File: src/rtl/onchip_block_copier_if.sv
// Bus bundle for onchip_block_copier: Avalon-MM register slave plus the s2 memory port.
// The slave modport is the copier's view; master is the CPU/memory side.
interface onchip_block_copier_if #(
  parameter int ADDR_W = 11
);
  logic [2:0]        address;
  logic              chipselect;
  logic              write;
  logic              read;
  logic [31:0]       writedata;
  logic [31:0]       readdata;
  logic              irq;
  logic [ADDR_W-1:0] mem_address;
  logic [3:0]        mem_byteenable;
  logic              mem_chipselect;
  logic              mem_write;
  logic [31:0]       mem_writedata;
  logic              mem_clken;
  logic [31:0]       mem_readdata;

  modport slave (
    input  address, chipselect, write, read, writedata, mem_readdata,
    output readdata, irq, mem_address, mem_byteenable, mem_chipselect,
           mem_write, mem_writedata, mem_clken
  );

  modport master (
    output address, chipselect, write, read, writedata, mem_readdata,
    input  readdata, irq, mem_address, mem_byteenable, mem_chipselect,
           mem_write, mem_writedata, mem_clken
  );
endinterface

File: src/rtl/onchip_block_copier.sv
// DMA copy/fill engine driving port s2 of the 2048x32 on-chip RAM.
// Software programs it through a small register file; a level irq reports completion.
module onchip_block_copier #(
  parameter int ADDR_W = 11,
  parameter int LEN_W  = 12
) (
  input logic clk,
  input logic reset,
  onchip_block_copier_if.slave bus
);
  typedef enum logic [1:0] {IDLE, RD, WR, FL} state_t;

  localparam logic [LEN_W-1:0] MAX_LEN = LEN_W'(2 ** ADDR_W);

  state_t            state, state_next;
  logic [ADDR_W-1:0] src_reg, dst_reg, cur_src, cur_dst;
  logic [LEN_W-1:0]  len_reg, remaining, len_in;
  logic [31:0]       fill_reg;
  logic              irq_en, done, aborted;
  logic              busy, reg_wr, go, abort_req, last_word;

  assign busy      = (state != IDLE);
  assign reg_wr    = bus.chipselect & bus.write;
  assign go        = reg_wr && (bus.address == 3'd4) && bus.writedata[0] && !busy;
  assign abort_req = reg_wr && (bus.address == 3'd4) && bus.writedata[3] && busy;
  assign last_word = (remaining == LEN_W'(1));
  assign len_in    = (bus.writedata[LEN_W-1:0] > MAX_LEN) ? MAX_LEN : bus.writedata[LEN_W-1:0];

  always_ff @(posedge clk) begin
    if (reset) state <= IDLE;
    else       state <= state_next;
  end

  // Copy alternates RD/WR because the RAM returns read data one cycle after the address.
  always_comb begin
    state_next         = state;
    bus.mem_chipselect = 1'b0;
    bus.mem_write      = 1'b0;
    bus.mem_address    = '0;
    bus.mem_writedata  = '0;
    case (state)
      IDLE: begin
        if (go && (len_reg != '0)) state_next = bus.writedata[1] ? FL : RD;
      end
      RD: begin
        bus.mem_chipselect = 1'b1;
        bus.mem_address    = cur_src;
        state_next         = abort_req ? IDLE : WR;
      end
      WR: begin
        bus.mem_chipselect = 1'b1;
        bus.mem_write      = 1'b1;
        bus.mem_address    = cur_dst;
        bus.mem_writedata  = bus.mem_readdata;
        state_next         = (abort_req || last_word) ? IDLE : RD;
      end
      FL: begin
        bus.mem_chipselect = 1'b1;
        bus.mem_write      = 1'b1;
        bus.mem_address    = cur_dst;
        bus.mem_writedata  = fill_reg;
        state_next         = (abort_req || last_word) ? IDLE : FL;
      end
      default: state_next = IDLE;
    endcase
  end

  assign bus.mem_byteenable = 4'hF;
  assign bus.mem_clken      = 1'b1;

  // Flag updates follow the done-clear so a completion in the same cycle keeps done set.
  always_ff @(posedge clk) begin
    if (reset) begin
      src_reg   <= '0;
      dst_reg   <= '0;
      len_reg   <= '0;
      fill_reg  <= '0;
      cur_src   <= '0;
      cur_dst   <= '0;
      remaining <= '0;
      irq_en    <= 1'b0;
      done      <= 1'b0;
      aborted   <= 1'b0;
    end else begin
      if (reg_wr && !busy) begin
        case (bus.address)
          3'd0:    src_reg  <= bus.writedata[ADDR_W-1:0];
          3'd1:    dst_reg  <= bus.writedata[ADDR_W-1:0];
          3'd2:    len_reg  <= len_in;
          3'd3:    fill_reg <= bus.writedata;
          default: ;
        endcase
      end
      if (reg_wr && (bus.address == 3'd4)) irq_en <= bus.writedata[2];
      if (reg_wr && (bus.address == 3'd5) && bus.writedata[1]) begin
        done    <= 1'b0;
        aborted <= 1'b0;
      end
      case (state)
        IDLE: begin
          if (go) begin
            cur_src   <= src_reg;
            cur_dst   <= dst_reg;
            remaining <= len_reg;
            done      <= (len_reg == '0);
            aborted   <= 1'b0;
          end
        end
        RD: begin
          if (abort_req) begin
            done    <= 1'b1;
            aborted <= 1'b1;
          end
        end
        WR, FL: begin
          cur_dst   <= cur_dst + ADDR_W'(1);
          remaining <= remaining - LEN_W'(1);
          if (state == WR) cur_src <= cur_src + ADDR_W'(1);
          if (abort_req || last_word) done <= 1'b1;
          if (abort_req) aborted <= 1'b1;
        end
        default: ;
      endcase
    end
  end

  always_comb begin
    bus.readdata = '0;
    if (bus.chipselect && bus.read) begin
      case (bus.address)
        3'd0:    bus.readdata = 32'(src_reg);
        3'd1:    bus.readdata = 32'(dst_reg);
        3'd2:    bus.readdata = 32'(len_reg);
        3'd3:    bus.readdata = fill_reg;
        3'd4:    bus.readdata = {29'd0, irq_en, 2'b00};
        3'd5:    bus.readdata = (32'(remaining) << 16) | {29'd0, aborted, done, busy};
        default: bus.readdata = '0;
      endcase
    end
  end

  assign bus.irq = done & irq_en;
endmodule

File: src/flat_wrapper.sv
// flat-port wrapper written by rule: the top's interface ports become plain ports
module onchip_block_copier_flat 
#(
  parameter int ADDR_W = 11,
  parameter int LEN_W  = 12
)
  (clk, reset, bus_address, bus_chipselect, bus_write, bus_read, bus_writedata, bus_mem_readdata, bus_readdata, bus_irq, bus_mem_address, bus_mem_byteenable, bus_mem_chipselect, bus_mem_write, bus_mem_writedata, bus_mem_clken);
  onchip_block_copier_if #(.ADDR_W(ADDR_W)) bus_i ();
  input logic clk;
  input logic reset;
  input wire logic [$bits(bus_i.address)-1:0] bus_address;
  input wire logic [$bits(bus_i.chipselect)-1:0] bus_chipselect;
  input wire logic [$bits(bus_i.write)-1:0] bus_write;
  input wire logic [$bits(bus_i.read)-1:0] bus_read;
  input wire logic [$bits(bus_i.writedata)-1:0] bus_writedata;
  input wire logic [$bits(bus_i.mem_readdata)-1:0] bus_mem_readdata;
  output wire logic [$bits(bus_i.readdata)-1:0] bus_readdata;
  output wire logic [$bits(bus_i.irq)-1:0] bus_irq;
  output wire logic [$bits(bus_i.mem_address)-1:0] bus_mem_address;
  output wire logic [$bits(bus_i.mem_byteenable)-1:0] bus_mem_byteenable;
  output wire logic [$bits(bus_i.mem_chipselect)-1:0] bus_mem_chipselect;
  output wire logic [$bits(bus_i.mem_write)-1:0] bus_mem_write;
  output wire logic [$bits(bus_i.mem_writedata)-1:0] bus_mem_writedata;
  output wire logic [$bits(bus_i.mem_clken)-1:0] bus_mem_clken;
  assign bus_i.address = bus_address;
  assign bus_i.chipselect = bus_chipselect;
  assign bus_i.write = bus_write;
  assign bus_i.read = bus_read;
  assign bus_i.writedata = bus_writedata;
  assign bus_i.mem_readdata = bus_mem_readdata;
  assign bus_readdata = bus_i.readdata;
  assign bus_irq = bus_i.irq;
  assign bus_mem_address = bus_i.mem_address;
  assign bus_mem_byteenable = bus_i.mem_byteenable;
  assign bus_mem_chipselect = bus_i.mem_chipselect;
  assign bus_mem_write = bus_i.mem_write;
  assign bus_mem_writedata = bus_i.mem_writedata;
  assign bus_mem_clken = bus_i.mem_clken;
  onchip_block_copier #(.ADDR_W(ADDR_W), .LEN_W(LEN_W)) u_core (.clk(clk), .reset(reset), .bus(bus_i));
endmodule
File: config.mk
export PLATFORM = sky130hd
export DESIGN_NAME = onchip_block_copier_flat
export DESIGN_NICKNAME = d
export VERILOG_FILES = /design/src/rtl/onchip_block_copier_if.sv /design/src/rtl/onchip_block_copier.sv /design/src/flat_wrapper.sv
export SDC_FILE = /design/constraint.sdc
export NUM_CORES = 1
export LEC_CHECK = 0
export CAP_MARGIN = 20
export CORE_MARGIN = 2
export CORE_UTILIZATION = 45
export DETAILED_ROUTE_END_ITERATION = 8
export PLACE_DENSITY = 0.75
export SYNTH_ARGS = -nofsm -noshare
export SYNTH_HDL_FRONTEND = slang
export SYNTH_SLANG_ARGS = --single-unit
File: constraint.sdc
create_clock -name clk -period 1.6 [get_ports clk]
set_clock_uncertainty 0.1 [all_clocks]
set_input_delay 0.32 -clock clk [delete_from_list [all_inputs] [get_ports clk]]
set_output_delay 0.32 -clock clk [all_outputs]
set_load 0.02 [all_outputs]
==> results.md <==
* Routed via count at approximately 9.5k
* Status: finished with violations
* Share of layout cells above drive strength 1 at 0.535
* Maximum fanout along the worst path at 6
* Max-slew violations at 0
* Hold WC Path Type: primary input to register
* Die Span Y at 122 microns
* Routed wire per std cell at 29.6 microns
* Proportion of power drawn by flip-flops and latches at 0.440
* Clock sinks at between 100 and 150
* Initial antenna violation count at 2
* CP cell instances: buf_6 > buf_6 > nand4bb_4 > or3_4 > buf_8 > mux2i_1 > nor2_1
* Remaining Overflow, GRT at 0
* Root buffer cell: clkbuf_16
* Top-count cell post-synth: nand2_1
* Max reg flops at 32
* Slowest cell on crit path: mux2i_1
* Initial core utilization at 0.457
* Residual DRC at 0
* NumNets Final at approximately 1.2k
* # IOs at 155
* RSZ-0062 raised after global routing: true
* Net Sw Frac at 0.294
* Worst slew margin at 0.652
* Vias in the first global route at around 8.3k
* Final Hold Fails at 0
* Top FF cell, synth: dfxtp_1
* Die area at 14900 sq um
* Crit share post-route at 1.40
* CTS hold repair buffers at 0
* Worst Setup End Kind: register
* Initial DRC count at 1825
* Top post-synthesis cells by count: 122 x nand2_1, 105 x dfxtp_1, 99 x nor2_1
* Final Setup Violations at 178
* Post-synthesis cell count at ~810
* Clk buf depth at 2
* Post-Route WL at 39600 microns
* Post-DP HPWL at 17600 microns
* Asr flop ratio synth at 0
* First-pass GRT wire length at 45800 microns
* Pleak at 0.00466 uW
* H-tree depth at 3
* WS Path Type: register to register
* Post-synth EDFFs at 0
* CP Launch Type: register
* WP data arrival at ~2.4 ns
* Port bufs at approximately 150
* Drt pass-1 iters at 9
* Top area cells in the synthesized netlist: dfxtp_1 34%, mux2i_1 9.7%, nand2_1 7.3%
* Routed Antenna Nets at 0
* CTS tree: yes
* Pint at 4270 uW
* Area of the core at 13700 sq um
* Total Neg Setup Slack at -40.29 ns
* Failing checks: setup timing
* Switching power at 1770 uW
* Via density at 7.14
* Reg clk slew, reported paths at approximately 0.08 ns
* Peak supply drop at 0.000631 V
* Pin count of the biggest net entering global routing at between 40 and 50
* Tot GR Track Use at 0.400
* Slew @ Worst Pin at 0.507 ns
* Area of the mapped netlist at 6270 sq um
* Total Power at slightly above 6000 uW
* Die width at 122 microns
* Warnings from Yosys at 0
* Yosys top cell by area: dfxtp_1
* Clock share of power at 0.395
* Max Cap Violations at 0
* Final std cells w/o fill at 1338
* Post-synth cell types at 72
* Placed insts at 1248
* Placer Congestion at 1.04
* Combinational share of power at 0.164
* WHS at 0.302 ns
* FMAX at between 0.4 and 0.5 GHz
* Clock latency on the worst-skew pair at 0.38 ns
* FP Rows at between 40 and 50
* Area Overhead vs Synth at 90.2%
* CTS Buf Count at 9
* Flops & latches, synth at 105
* Final min period at 2.25 ns
* Top-area cell type share of the netlist area at 0.335
* Critical Path RT at 1.73 ns
* Slowest stage delay, CP at 0.42 ns
* Pwr Density at 506 nW/um^2
* Slack of the critical path at -0.646 ns
* Avg Cell Area, Syn at 7.72 sq um
* Sequential share of the synthesized area at 0.335
* Top cell by count, worst path: buf_6
## final timing paths
path	startpoint	endpoint	slack (ns)	cells after the start
worst max-delay path	u_core.state[0]	u_core.src_reg[3]	-0.65	7
worst min-delay path	reset	u_core.cur_src[5]	0.30	3
worst max register to register	u_core.state[0]	u_core.src_reg[3]	-0.65	7
worst min register to register	u_core.fill_reg[13]	u_core.fill_reg[13]	0.39	2
## what timing repair did
item | CTS | global route
pin swaps | 59 | 77
gates cloned | 12 | 2
resized for setup | 637 | 193
setup buffers | 36 | 32
endpoints found under the setup margin | 182 | 180
## power by group through the flow
stage / sequential (uW) / combinational (uW) / clock (uW)
2_1_floorplan: 2710 / 301 / 0
3_3_place_gp: 2720 / 663 / 0
3_5_place_dp: 2720 / 674 / 0
4_1_cts: 2660 / 784 / 2280
5_1_grt: 2660 / 1000 / 2460
6_report: 2660 / 991 / 2390
## cell families (layout without fill, tap and decap cells)
group                      Yosys count  count (layout)  synth area share
and+or+nand+nor                    352             354             0.270
AOI/OAI and AO/OA                  181             181             0.194
DFF                                105             105             0.335
buffers and inverters               92             430            0.0682
muxes                               71              71             0.115
xor gates and xnor gates             6               6           0.00838
adders and majority gates            4               4           0.00798
other                                1               7          0.000598
## routing by layer
| layer | global-route usage | up-vias | share of wire |
|---|---|---|---|
| met5 | 0 | - | 0 |
| met4 | 0.241 | 0 | 0.11 |
| met3 | 0.0969 | 497 | 0.15 |
| met2 | 0.642 | 1118 | 0.42 |
| met1 | 0.484 | 4352 | 0.33 |
| li1 | - | 3582 | - |
## critical path: cells and delay by family, from the launching register on
family	cells	cell delay, ns
buf+inv	3	0.44
flops	1	0.38
mux	1	0.42
simple gates	3	0.77
## cells in the final DEF (no fill, tap or decap), types with 7 or more instances in the layout
cell type	instances
buf_4	168
buf_6	121
nand2_1	106
dfxtp_1	81
clkdlybuf4s50_1	62
nor2_1	46
a21oi_1	46
nor2_2	43
mux2i_1	33
a22oi_2	22
mux2i_2	19
nand3_1	19
dfxtp_2	18
inv_1	16
buf_12	14
nor2_4	13
nand4_1	13
nand2_2	12
buf_8	11
a21oi_2	10
a31oi_1	10
clkbuf_16	10
mux2i_4	9
mux2_4	9
o21ai_1	9
buf_16	9
and2_4	8
a22o_1	7
nand3_2	7
nand2b_1	7
## area by class of cell
cell class,instances,area [sq um]
clock buffers,11,253
flip-flops and latches,105,2150
multi-input cells,621,5140
diodes,2,5.00
clock inverters,5,46.3
well taps,180,225
repair buffers,394,4020
fillers,520,1790
inverters,20,90.1
## stage by stage
stage               area [sq um]  utilization  worst slack, ns
floorplan                   6740            -          -0.0551
global placement            9420        0.686            -1.21
detailed placement          9420        0.686            -1.26
CTS                        10900        0.795           -0.358
global route               11900        0.869           -0.799
finish                     11900        0.869           -0.646
Note: power is estimated with default switching activity, not from simulation.
